==> config.mk <==
export PLATFORM = sky130hd
export DESIGN_NAME = seg_scan_scheduler_flat
export DESIGN_NICKNAME = d
export VERILOG_FILES = /design/src/rtl/seg_scan_if.sv /design/src/rtl/seg_scan_scheduler.sv /design/src/flat_wrapper.sv
export SDC_FILE = /design/constraint.sdc
export NUM_CORES = 1
export LEC_CHECK = 0
export CORE_MARGIN = 2
export CORE_UTILIZATION = 35
export DETAILED_ROUTE_END_ITERATION = 7
export DONT_BUFFER_PORTS = 1
export GPL_TIMING_DRIVEN = 0
export HOLD_SLACK_MARGIN = 0.08
export MAX_ROUTING_LAYER = met4
export PLACE_DENSITY = 0.53
export SYNTH_ARGS = -nofsm -noshare
export SYNTH_HDL_FRONTEND = slang
export SYNTH_SLANG_ARGS = --single-unit
==> constraint.sdc <==
create_clock -name clk -period 2.3 [get_ports clk]
set_input_delay 0.46 -clock clk [delete_from_list [all_inputs] [get_ports clk]]
set_output_delay 0.46 -clock clk [all_outputs]
set_load 0.01 [all_outputs]
==> src/rtl/seg_scan_if.sv <==
// Bus between the stopwatch core and the 7-segment scan scheduler:
// the two display requesters plus the shared digit-driver outputs.
interface seg_scan_if;
  logic [15:0] live_bcd;
  logic [15:0] hold_bcd;
  logic        hold_req;
  logic        hold_cancel;
  logic [3:0]  digit_sel;
  logic [3:0]  bcd_out;
  logic        dp;
  logic        frame_done;
  logic        src_active;

  modport master (
    output live_bcd, hold_bcd, hold_req, hold_cancel,
    input  digit_sel, bcd_out, dp, frame_done, src_active
  );

  modport slave (
    input  live_bcd, hold_bcd, hold_req, hold_cancel,
    output digit_sel, bcd_out, dp, frame_done, src_active
  );
endinterface

==> src/rtl/seg_scan_scheduler.sv <==
// Time-multiplexed 4-digit scan with live/hold source arbitration on frame
// boundaries. Optional leading-zero blanking: define SEG_LEADING_ZERO_BLANK_EN.
module seg_scan_scheduler #(
  parameter int         SCAN_DIV    = 1000,
  parameter int         DEAD_CYCLES = 16,
  parameter int         HOLD_FRAMES = 500,
  parameter logic [3:0] DP_MASK     = 4'b0010
) (
  input logic       clk,
  input logic       rst_n,
  seg_scan_if.slave bus
);

  localparam int DIV_W  = (SCAN_DIV > 1) ? $clog2(SCAN_DIV) : 1;
  localparam int HOLD_W = (HOLD_FRAMES > 1) ? $clog2(HOLD_FRAMES) : 1;

  localparam logic [DIV_W-1:0]  DIV_LAST  = DIV_W'(SCAN_DIV - 1);
  localparam logic [DIV_W-1:0]  DIV_LIGHT = DIV_W'(DEAD_CYCLES - 1);
  localparam logic [HOLD_W-1:0] HOLD_LAST = HOLD_W'(HOLD_FRAMES - 1);

  typedef enum logic [1:0] {
    SHOW_LIVE = 2'd0,
    PEND_HOLD = 2'd1,
    SHOW_HOLD = 2'd2,
    PEND_LIVE = 2'd3
  } state_t;

  state_t state, state_nxt;

  logic [DIV_W-1:0]  div_cnt;
  logic [1:0]        slot;
  logic [HOLD_W-1:0] hold_cnt;
  logic [15:0]       hold_buf;
  logic [15:0]       disp_buf;
  logic              disp_src;

  logic [3:0]        sel_p0;
  logic [3:0]        nib_p0;
  logic              dp_p0;
  logic              fdone_p0;

  logic              wrap;
  logic              frame_bnd;
  logic              load_slot;
  logic              light_slot;
  logic [15:0]       src_val;
  logic [3:0]        lit_sel;

  function automatic logic [3:0] pick_nibble(input logic [15:0] val,
                                             input logic [1:0]  s);
    case (s)
      2'd0:    return val[15:12];
      2'd1:    return val[11:8];
      2'd2:    return val[7:4];
      default: return val[3:0];
    endcase
  endfunction

  function automatic logic [3:0] onehot(input logic [1:0] s);
    return 4'b0001 << s;
  endfunction

`ifdef SEG_LEADING_ZERO_BLANK_EN
  // True when this digit and every more-significant digit are zero; digit4 never blanks.
  function automatic logic lead_zero(input logic [15:0] val,
                                     input logic [1:0]  s);
    case (s)
      2'd0:    return (val[15:12] == 4'd0);
      2'd1:    return (val[15:8]  == 8'd0);
      2'd2:    return (val[15:4]  == 12'd0);
      default: return 1'b0;
    endcase
  endfunction
`endif

  assign wrap       = (div_cnt == DIV_LAST);
  assign frame_bnd  = wrap && (slot == 2'd3);
  assign load_slot  = (div_cnt == '0);
  assign light_slot = (div_cnt == DIV_LIGHT);

  // disp_buf, not hold_buf, feeds the display so a relatch never tears a frame.
  assign src_val = disp_src ? disp_buf : bus.live_bcd;

  always_comb begin
    lit_sel = onehot(slot);
`ifdef SEG_LEADING_ZERO_BLANK_EN
    if (lead_zero(src_val, slot)) lit_sel = 4'b0000;
`endif
  end

  // ---- scan stage: slot timing, nibble load, digit enable ----
  always_ff @(posedge clk or negedge rst_n) begin
    if (!rst_n) begin
      div_cnt  <= '0;
      slot     <= 2'd0;
      sel_p0   <= 4'b0000;
      nib_p0   <= 4'd0;
      dp_p0    <= 1'b0;
      fdone_p0 <= 1'b0;
    end else begin
      fdone_p0 <= frame_bnd;
      if (wrap) begin
        div_cnt <= '0;
        slot    <= slot + 2'd1;
        sel_p0  <= 4'b0000;
      end else begin
        div_cnt <= div_cnt + 1'b1;
        if (load_slot) begin
          nib_p0 <= pick_nibble(src_val, slot);
          dp_p0  <= DP_MASK[slot];
        end
        if (light_slot) sel_p0 <= lit_sel;
      end
    end
  end

  // ---- arbiter state register ----
  always_ff @(posedge clk or negedge rst_n) begin
    if (!rst_n) state <= SHOW_LIVE;
    else        state <= state_nxt;
  end

  // Requests coinciding with a boundary are applied on top of the boundary move,
  // i.e. they behave as if they arrived just after it.
  always_comb begin
    state_nxt = state;
    if (frame_bnd) begin
      case (state)
        PEND_HOLD: state_nxt = SHOW_HOLD;
        SHOW_HOLD: state_nxt = (hold_cnt == HOLD_LAST) ? SHOW_LIVE : SHOW_HOLD;
        PEND_LIVE: state_nxt = SHOW_LIVE;
        default:   state_nxt = SHOW_LIVE;
      endcase
    end
    if (bus.hold_req)
      state_nxt = PEND_HOLD;
    else if (bus.hold_cancel && (state_nxt != SHOW_LIVE))
      state_nxt = PEND_LIVE;
  end

  // ---- source stage: hold buffer and per-frame displayed source ----
  always_ff @(posedge clk or negedge rst_n) begin
    if (!rst_n) begin
      hold_buf <= 16'd0;
      disp_buf <= 16'd0;
      disp_src <= 1'b0;
      hold_cnt <= '0;
    end else begin
      if (bus.hold_req) hold_buf <= bus.hold_bcd;
      if (frame_bnd) begin
        case (state)
          PEND_HOLD: begin
            disp_src <= 1'b1;
            disp_buf <= hold_buf;
            hold_cnt <= '0;
          end
          SHOW_HOLD: begin
            if (hold_cnt == HOLD_LAST) disp_src <= 1'b0;
            else                       hold_cnt <= hold_cnt + 1'b1;
          end
          default: disp_src <= 1'b0;
        endcase
      end
    end
  end

  assign bus.digit_sel  = sel_p0;
  assign bus.bcd_out    = nib_p0;
  assign bus.dp         = dp_p0;
  assign bus.frame_done = fdone_p0;
  assign bus.src_active = disp_src;

endmodule

==> src/flat_wrapper.sv <==
// flat-port wrapper written by rule: the top's interface ports become plain ports
module seg_scan_scheduler_flat 
#(
  parameter int         SCAN_DIV    = 1000,
  parameter int         DEAD_CYCLES = 16,
  parameter int         HOLD_FRAMES = 500,
  parameter logic [3:0] DP_MASK     = 4'b0010
)
  (clk, rst_n, bus_live_bcd, bus_hold_bcd, bus_hold_req, bus_hold_cancel, bus_digit_sel, bus_bcd_out, bus_dp, bus_frame_done, bus_src_active);
  seg_scan_if bus_i ();
  input logic clk;
  input logic rst_n;
  input wire logic [$bits(bus_i.live_bcd)-1:0] bus_live_bcd;
  input wire logic [$bits(bus_i.hold_bcd)-1:0] bus_hold_bcd;
  input wire logic [$bits(bus_i.hold_req)-1:0] bus_hold_req;
  input wire logic [$bits(bus_i.hold_cancel)-1:0] bus_hold_cancel;
  output wire logic [$bits(bus_i.digit_sel)-1:0] bus_digit_sel;
  output wire logic [$bits(bus_i.bcd_out)-1:0] bus_bcd_out;
  output wire logic [$bits(bus_i.dp)-1:0] bus_dp;
  output wire logic [$bits(bus_i.frame_done)-1:0] bus_frame_done;
  output wire logic [$bits(bus_i.src_active)-1:0] bus_src_active;
  assign bus_i.live_bcd = bus_live_bcd;
  assign bus_i.hold_bcd = bus_hold_bcd;
  assign bus_i.hold_req = bus_hold_req;
  assign bus_i.hold_cancel = bus_hold_cancel;
  assign bus_digit_sel = bus_i.digit_sel;
  assign bus_bcd_out = bus_i.bcd_out;
  assign bus_dp = bus_i.dp;
  assign bus_frame_done = bus_i.frame_done;
  assign bus_src_active = bus_i.src_active;
  seg_scan_scheduler #(.SCAN_DIV(SCAN_DIV), .DEAD_CYCLES(DEAD_CYCLES), .HOLD_FRAMES(HOLD_FRAMES), .DP_MASK(DP_MASK)) u_core (.clk(clk), .rst_n(rst_n), .bus(bus_i));
endmodule
==> metrics.cfg <==
[pwr]
p_sw_frac = 0.244
p_switching_mw = 0.565
clkPwrFrac = 0.441
share_seq_of_total_power = 0.522
comb_power_share = 0.037
p_leak_nw = 1.57
powerDensity_nw_per_um2 = 651
intPower_mw = 1.75
max-vdd-ir-drop_v = 0.000333

[die]
core_area_sq_um = 8760
start_util = 0.362
die_w_microns = 99.2
rows = 34
die_area_sq_um = 9840
ios = 47
die_h_microns = 99.2

[placement]
post-dp-hpwl_microns = 4380
portBuffers = 0
dp.cells = 371
place.gp.congestion = 0.768

[grt]
grt_pass1_wl_microns = 10600
grt_pass1_vias = 2065
grt_usage = 0.143
gr-total-overflow = 0
grt_max_degree = 67
antenna_found_initial = 0

[setup_path]
path_max_fanout = 10
cp.arrival_ns = 2.21
regToRegStartpoint = u_core.div_cnt[0]
end_kind = register
cp.required_ns = 2.53
cp_slowest_cell = dfrtp_1
critPathBufInv = 2
worst_path_largest_cell_delay_ns = 0.41
path_class = register to register
worstSetupStartpoint = u_core.div_cnt[0]
r2r_cells = 7
path_cells = ha_1 -> and4b_4 -> nand4_4 -> clkinv_2 -> nand2_4 -> buf_6 -> mux2_4
startpoint_type = register
critical_path.top_delay_family = simple AND/OR/NAND/NOR gates
cp.depth = 7

[sta]
grt_setup_unrepaired = false
hold_violations = 0
max_freq_ghz = 0.505
fin_setup_tns_ns = 0
final.period_utilization = 0.861
slew_viol_final = 0
worst_pin_slew_ns = 0.566
setup_viol = 0
period_minus_slack_ns = 1.98
hold_slack_ns = 0.253
relSlewSlack = 0.623
clock_skew_ns = 0.0132

[detailed_routing]
viasPerCell = 5.33
route.detailed.drc = 0
wl_per_cell_microns = 16.6
drtIter0Drc = 107
vias = 2074
drtPass1Iterations = 4
antenna_left = 0
routed_wl_microns = 6440

[cells_and_area]
multi_input_area_sq_um = 1430
area_delta_synth_final_pct = 12.1
drive_above_1_share = 0.224
nNetsFinal = 322
fin_cells = 389
diodes = 0
regArea_sq_um = 1650
filler_cell_count = 856

[logic_synthesis]
yosysWarnings = 0
synthesis.area_sq_um = 3170
yosysSeqAreaShare = 0.521
synth_ff_type = dfrtp_1
ys_seq_elements = 66
synthesis.nets = 309
synthArstFlopShare = 1.00
netlist_instances = 263
synth_edf_count = 0
ys_types = 45
syn_avg_cell_area_sq_um = 12.1

[worst_hold_path]
worstHoldPathCells = 1
hp-class = primary input to register
min-delay-start = bus_hold_bcd[8]

[clock_tree]
clkTransAtPathRegs_ns = 0.09
tritoncts = done
cts_sinks = 66
cts_max_path_buffers = 2
cts_root_buffer = clkbuf_8
htree_levels = 3
clk_latency_ns = 0.35
numCtsBuffers = 9

[flow_run]
drv_cap = 0

[status]
status = completed

==> cell usage after synthesis, types with 5 or more instances <==
| cell type | number | area, sq um |
|---|---|---|
| a211oi_1 | 6 | 45.0 |
| o21ai_0 | 14 | 70.1 |
| mux2_4 | 10 | 150 |
| or4_1 | 5 | 37.5 |
| o31ai_1 | 5 | 37.5 |
| nand3_1 | 5 | 25.0 |
| a222oi_1 | 8 | 80.1 |
| nor2_1 | 9 | 33.8 |
| a21oi_1 | 12 | 60.1 |
| a22o_1 | 5 | 43.8 |
| dfrtp_1 | 66 | 1650 |
| inv_1 | 10 | 37.5 |
| ha_1 | 10 | 125 |
| nand2_1 | 16 | 60.1 |
| clkbuf_1 | 6 | 22.5 |
| mux2_2 | 25 | 282 |
| nor2b_1 | 5 | 31.3 |
==> power by group through the flow <==
stage | combinational (mW) | clock, mW | sequential (mW)
6_report | 0.0854 | 1.02 | 1.21
3_3_place_gp | 0.0560 | 0 | 1.23
4_1_cts | 0.0891 | 1.06 | 1.21
5_1_grt | 0.0973 | 1.12 | 1.22
3_5_place_dp | 0.0574 | 0 | 1.24
2_1_floorplan | 0.0504 | 0 | 1.23
==> placed cells by master, fill, tap and decap left out, types with 4 or more instances in the layout <==
cell       n
mux2_4    10
a21oi_1   12
a211oi_1   6
xor2_1     4
clkbuf_8   9
nand4_1    4
nand3_1    5
mux2_2    25
clkbuf_1   6
nand2_1   16
a222oi_1   8
dfrtp_1   66
or4_1      5
inv_1     10
o21ai_0   14
a22o_1     5
nor2b_1    5
o31ai_1    5
nor2_1     9
ha_1      10
==> cells by family after synthesis <==
family	Yosys count	share of synthesized area
compound gates	57	0.123
xor+xnor	7	0.0193
fa+ha+maj	10	0.0394
buf+inv	23	0.0315
flops	66	0.521
mux	35	0.136
simple gates	65	0.130
==> repair_timing <==
action,4_1_cts,5_1_grt
hold buffers,2,0
resized for setup,0,1
hold endpoints to repair,66,0
setup endpoints to repair,0,5
setup buffers,0,0
==> per-layer routing <==
metal	global-route usage	wire length, microns	up-vias
met5	-	0	-
met4	0.0506	103	0
met3	0.0436	384	10
met2	0.206	2850	53
met1	0.190	3110	1014
li1	-	-	997
==> path summary, 6_finish.rpt <==
check | end | slack, ns
setup / recovery | u_core.disp_buf[6] | 0.32
hold / removal | u_core.hold_buf[8] | 0.25
setup reg to reg | u_core.disp_buf[6] | 0.32
hold reg to reg | u_core.div_cnt[0] | 0.48
max in group asynchronous | u_core.bus.dp | 1.37
min in group asynchronous | u_core.hold_buf[8] | 0.66
==> flip-flops by register name, summed over array words and instances (netlist names) <==
| signal | count |
|---|---|
| u_core.hold_buf | 16 |
| u_core.bus.dp | 1 |
| u_core.bus.frame_done | 1 |
| u_core.bus.digit_sel | 4 |
| u_core.bus.bcd_out | 4 |
| u_core.hold_cnt | 9 |
| u_core.div_cnt | 10 |
| u_core.state | 2 |
| u_core.bus.src_active | 1 |
| u_core.slot | 2 |
| u_core.disp_buf | 16 |
==> through the flow <==
stage	utilization	setup slack, ns	area (sq um)	power (mW)
2_1_floorplan	-	0.498	3170	1.28
4_1_cts	0.405	0.148	3550	2.36
3_5_place_dp	0.377	0.157	3310	1.29
3_3_place_gp	0.377	0.140	3310	1.29
6_report	0.406	0.320	3560	2.32
5_1_grt	0.406	0.143	3560	2.43
==> layout make-up <==
class                   count  share of cell area
clock buffers               9              0.0348
clock inverters             7              0.0236
inverters                  11              0.0120
plain buffers              12              0.0162
repair buffers              2              0.0105
well taps                 108              0.0380
flip-flops and latches     66               0.464
multi-input cells         174               0.401
No activity file was read; power rests on OpenSTA's default activity.
==> patch 1 (same settings) <==
The option `SEG_LEADING_ZERO_BLANK_EN` is turned on by a define.
--- a/src/rtl/seg_scan_scheduler.sv
+++ b/src/rtl/seg_scan_scheduler.sv
@@ -1,5 +1,7 @@
 // Time-multiplexed 4-digit scan with live/hold source arbitration on frame
 // boundaries. Optional leading-zero blanking: define SEG_LEADING_ZERO_BLANK_EN.
+`define SEG_LEADING_ZERO_BLANK_EN
+
 module seg_scan_scheduler #(
   parameter int         SCAN_DIV    = 1000,
   parameter int         DEAD_CYCLES = 16,
Check against the original RTL: no difference found for any inputs over 10 cycles, from zero or initial values and one cycle with rst_n low; that may be too few to reach the edited logic, so the function may still have changed.
==> patch 1 against the unedited design <==
Global-route usage increased by 1.2 points; setup slack worse by 0.084 ns; sequential cell count unchanged; area after synthesis is 2.7% higher; total power shrank 2.3%; count of clock-buffer cells in the layout did not move; die area is 2.6% higher; wire length is 4.9% higher; cell count increased by 3.3%; cell area rose by 2.1%.
==> patch 1: results (changes against the unedited design) <==
----------------------------------------------------
[Pwr]
  Worst vdd ir ... 0.000390 V (+17%)
  Static power due to leakage ... 1.66 nW (+5.7%)

[GRT]
  Number of antenna violations at the first check in global routing ... 0 (unchanged)
  Global-route wire length before repair ... 11,700 microns (+10%)
  Vias in the first global route ... 2,315 (+12%)
  Overall routing resource usage ... 15.4% (+1.2 points)
  Congestion Overflow GR ... 0 (unchanged)

[Layout]
  Fraction of final layout cells sized beyond drive strength 1 ... 25.8% (+3.4 points)
  Non-filler instance count after layout ... 402 (+3.3%)
  Final net count ... 332 (+3.1%)
  Antenna Cells ... 0 (unchanged)
  Largest registers ... u_core.disp_buf: 16 flops, u_core.hold_buf: 16 flops, u_core.div_cnt: 10 flops

[Yosys]
  Synth top area cells ... dfrtp_1 (51%), mux2_2 (15%), ha_1 (3.8%)
  Sequential fraction of the synthesis area ... 50.7% (-1.4 points)
  Count of synthesis-stage warnings from yosys ... 0 (unchanged)
  Synth top cells by count ... dfrtp_1 (66), mux2_2 (44), nor2_1 (21)
  Mapped Nets ... 319 (+3.2%)
  Number of library cell types mapped by synthesis ... 44 (-2.2%)
  Avg Synthesized Cell Area ... 11.9 sq um (-1.0%)
  Share of flip-flops with an asynchronous set or reset after synthesis ... 100% (unchanged)

[Placement]
  Post-detailed-placement cell area ... 3400 sq um (+2.7%)
  HPWL after detailed placement ... 4890 microns (+12%)
  Worst slack at placement ... 0.180 ns (+0.0235 ns)
  Number of cells in the design after placement ... 384 (+3.5%)
  Final estimated routing congestion in global placement ... 0.786 (+2.3%)

[STA]
  Largest clock skew in the final design ... 0.00553 ns (-0.00770 ns)
  Number of max-slew violations in the final report ... 0 (unchanged)
  Relative slew slack ... 57.1% (-5.1 points)

[Worst setup path]
  Cell with the biggest individual delay on the critical path ... or4_1
  Critical path data arrival time ... 2.30 ns (+0.09 ns)
  Largest stage delay on the critical path ... 0.52 ns (+0.11 ns)

[Clock network]
  TritonCTS buffer count ... 9 (unchanged)
  Clock latency at the later pin of the worst-skew pair ... 0.34 ns
  Clock transition at path regs ... 0.07 ns (-0.02 ns)
  Clock root buffer ... clkbuf_8

[Routing]
  Detailed-routing iteration count for the pre-antenna-repair pass ... 4 (unchanged)
  Number of design-rule violations left by the first detailed-router iteration ... 103 (-3.7%)
  Total detailed-routing wirelength ... 6760 microns (+4.9%)
  Vias per std cell ... 5.21 (-2.3%)

[Run status]
  Run status ... finished clean

----------------------------------------------------
## patch 1: cell count changes in the layout (fill, tap and decap cells not counted), sizes merged, moves of 5 or more
cell and delta:
nor2 +13, xor2 +5, nand2 -5, o21ai -6, a222oi -8, mux2 +11, nor4 +7, nand3 +7
clkbuf -5, a21o +5
## patch 1: worst paths after layout
kind | startpoint | end | slack (ns) | cells past startpoint
min in group asynchronous | rst_n | u_core.div_cnt[6]$_DFF_PN0_ | 0.66 | 2
max | u_core.slot[0]$_DFFE_PN0N_ | u_core.bus.digit_sel[2]$_DFFE_PN0P_ | 0.24 | 7
min reg2reg | u_core.hold_buf[15]$_DFFE_PN0P_ | u_core.disp_buf[15]$_DFFE_PN0P_ | 0.49 | 1
max in group asynchronous | rst_n | u_core.hold_buf[11]$_DFFE_PN0P_ | 1.37 | 2
max reg2reg | u_core.slot[0]$_DFFE_PN0N_ | u_core.bus.digit_sel[2]$_DFFE_PN0P_ | 0.24 | 7
min | bus_hold_bcd[4] | u_core.hold_buf[4]$_DFFE_PN0P_ | 0.26 | 1
## patch 1: repair_timing
| item | in CTS | in global routing |
|---|---|---|
| endpoints found under the setup margin | 0 | 8 |
| buffers inserted | 0 | 0 |
| hold buffers | 2 | 0 |
| hold endpoints to repair | 66 | 0 |
| gates resized for setup | 0 | 2 |
## patch 1: worst register-to-register path, cell delays in order, from the launching register on
cell	delay (ns)
dfrtp_1	0.43
ha_1	0.21
buf_2	0.18
or4_1	0.52
nor3_1	0.15
a311oi_1	0.10
a22o_1	0.24
a21o_1	0.15
## patch 1: layer usage
layer | vias to the layer above | track usage, % | wire, microns | part of all wire [%]
met5 | - | - | 0 | 0
met4 | 0 | 3.06 | 44 | 0.65
met3 | 6 | 6.24 | 429 | 6.3
met2 | 44 | 23.0 | 3120 | 46
met1 | 1032 | 20.1 | 3160 | 47
li1 | 1013 | - | - | -
## patch 1: logic make-up after synthesis
group                    share of synthesized area (%)
AND/OR/NAND/NOR                                   14.3
flip-flops                                        50.7
multiplexers                                      17.1
AO/OA/AOI/OAI                                     7.95
buffers and inverters                             2.34
XOR/XNOR                                          3.76
adder cells (fa/ha/maj)                           3.84
## patch 1: cell type report
| cell class | instances | area (sq um) |
|---|---|---|
| Fill cell | 863 | 5520 |
| Clock buffer | 9 | 124 |
| Clock inverter | 7 | 70.1 |
| Inverter | 9 | 33.8 |
| Tap cell | 111 | 139 |
| Multi-Input combinational cell | 190 | 1540 |
| Sequential cell | 66 | 1650 |
| Timing Repair Buffer | 2 | 37.5 |
| Buffer | 8 | 42.5 |
## patch 1: power breakdown
group	leakage [nW]	internal [mW]	switching, mW
logic	0.710	0.0494	0.0490
registers	0.851	1.19	0.0195
clock network	0.0990	0.498	0.455
==> patch 2 (same settings) <==
Made on the original files. Encoding of `state_t`: now one-hot (4 bits for 4 states).
--- a/src/rtl/seg_scan_scheduler.sv
+++ b/src/rtl/seg_scan_scheduler.sv
@@ -18,11 +18,11 @@
   localparam logic [DIV_W-1:0]  DIV_LIGHT = DIV_W'(DEAD_CYCLES - 1);
   localparam logic [HOLD_W-1:0] HOLD_LAST = HOLD_W'(HOLD_FRAMES - 1);
 
-  typedef enum logic [1:0] {
-    SHOW_LIVE = 2'd0,
-    PEND_HOLD = 2'd1,
-    SHOW_HOLD = 2'd2,
-    PEND_LIVE = 2'd3
+  typedef enum logic [3:0] {
+    SHOW_LIVE = 4'b0001,
+    PEND_HOLD = 4'b0010,
+    SHOW_HOLD = 4'b0100,
+    PEND_LIVE = 4'b1000
   } state_t;
 
   state_t state, state_nxt;
Formal check against the unedited RTL: no difference found for any inputs over 10 cycles, from zero or initial values and one cycle with rst_n low; not proved beyond that.
==> patch 2 against the unedited design <==
Non-clock buffer count is 2 lower; total power increased by 1.2%; area after synthesis is 0.87% higher; sequential share of layout area is 1.1 points higher; setup slack lost 0.13 ns; wire length increased by 3.4%; sequential power is 3% higher; hold slack worse by 0.066 ns; combinational power up 14%; global-route usage rose by 0.94 points; cell area increased by 0.70%; sequential cell count is 2 higher; critical path type unchanged.
==> patch 2: results (changes against the unedited design) <==
----------------------------------------------------
[Yosys]
  Synth top area cells ... dfrtp_1 (52%), mux2_2 (9.1%), nand2_1 (7.4%)
  Adder-cell share of the synthesized area ... 3.13% (-0.82 points)
  Post-synthesis xor/xnor area fraction ... 2.46% (+0.53 points)
  Sequential fraction of the synthesis area ... 53.2% (+1.2 points)
  Avg Synthesized Cell Area ... 11.0 sq um (-9.2%)
  Multiplexer share of the synthesized area ... 10.4% (-3.2 points)
  Fraction of the mapped netlist area in compound gates ... 10.6% (-1.7 points)

[Layout]
  Area occupied by multi-input gates ... 1440 sq um (+0.61%)
  Fraction of final layout cells sized beyond drive strength 1 ... 19.4% (-3.0 points)
  Buffers, non-clock ... 12 (-2)
  Layout inverter count without the clock tree ... 6 (-5)
  Combined flip-flop and latch cell area ... 1700 sq um (+3.1%)
  Layout multi-input combinational cell count ... 207 (+19%)

[Clock network]
  Total clock sinks ... 68 (+3.0%)

[Routing]
  Overall via count from detail_route ... 2,169 (+4.6%)
  Average routed wire per standard cell ... 15.9 microns (-3.8%)

[Pwr]
  Clock power frac ... 42.5% (-1.6 points)
  Static power due to leakage ... 1.60 nW (+2.3%)
  Worst vdd ir ... 0.000393 V (+18%)
  Proportion of total power due to net switching ... 23.1% (-1.3 points)

[Placement]
  Post-detailed-placement cell area ... 3340 sq um (+0.83%)
  Number of cells in the design after placement ... 400 (+7.8%)
  HPWL after detailed placement ... 4610 microns (+5.3%)

[STA]
  Worst hold slack ... 0.187 ns (-0.0661 ns)
  Slew @ Worst Pin ... 0.675 ns (+0.109 ns)
  Largest clock skew in the final design ... 0.00892 ns (-0.00431 ns)

[GRT]
  Overall routing resource usage ... 15.2% (+0.94 points)
  Pin count of the biggest net entering global routing ... 69 (+3.0%)
  Global routing usage on met3 ... 4.64% (+0.28 points)
  Met2 usage in global routing ... 22.3% (+1.7 points)

[Worst hold path]
  Start point of the worst min-delay path ... bus_hold_cancel

[Worst setup path]
  Register-to-Register Path Depth ... 8 (+1)
  Critical path data arrival time ... 2.38 ns (+0.17 ns)

[Run status]
  Run status ... finished clean

----------------------------------------------------
## patch 2: worst reg2reg max path: stages (launching register included)
cell and delay, ns:
dfrtp_1 0.41, ha_1 0.25, and2_1 0.22, nand4_4 0.15, clkinv_4 0.12, nand2_1 0.31
clkbuf_1 0.40, nand2_1 0.11, nand2_1 0.08
## patch 2: metal layers
metal	up-vias	wire [microns]
li1	1058	-
met2	47	3040
met1	1052	3180
met3	12	335
met4	0	104
met5	-	0
## patch 2: what timing repair did
action                                 4_1_cts  5_1_grt
setup endpoints to repair                    0        2
buffers inserted                             0        0
endpoints found under the hold margin       68        0
resized for setup                            0        2
hold buffers                                 2        0
## patch 2: stage by stage
| step | worst slack, ns | total power [mW] | utilization [%] |
|---|---|---|---|
| after detailed placement | 0.190 | 1.34 | 37.9 |
| after CTS | 0.168 | 2.38 | 40.6 |
| after floorplan | 0.526 | 1.33 | - |
| after global placement | 0.208 | 1.34 | 37.9 |
| final | 0.194 | 2.35 | 40.7 |
| after global routing | 0.0254 | 2.44 | 40.7 |
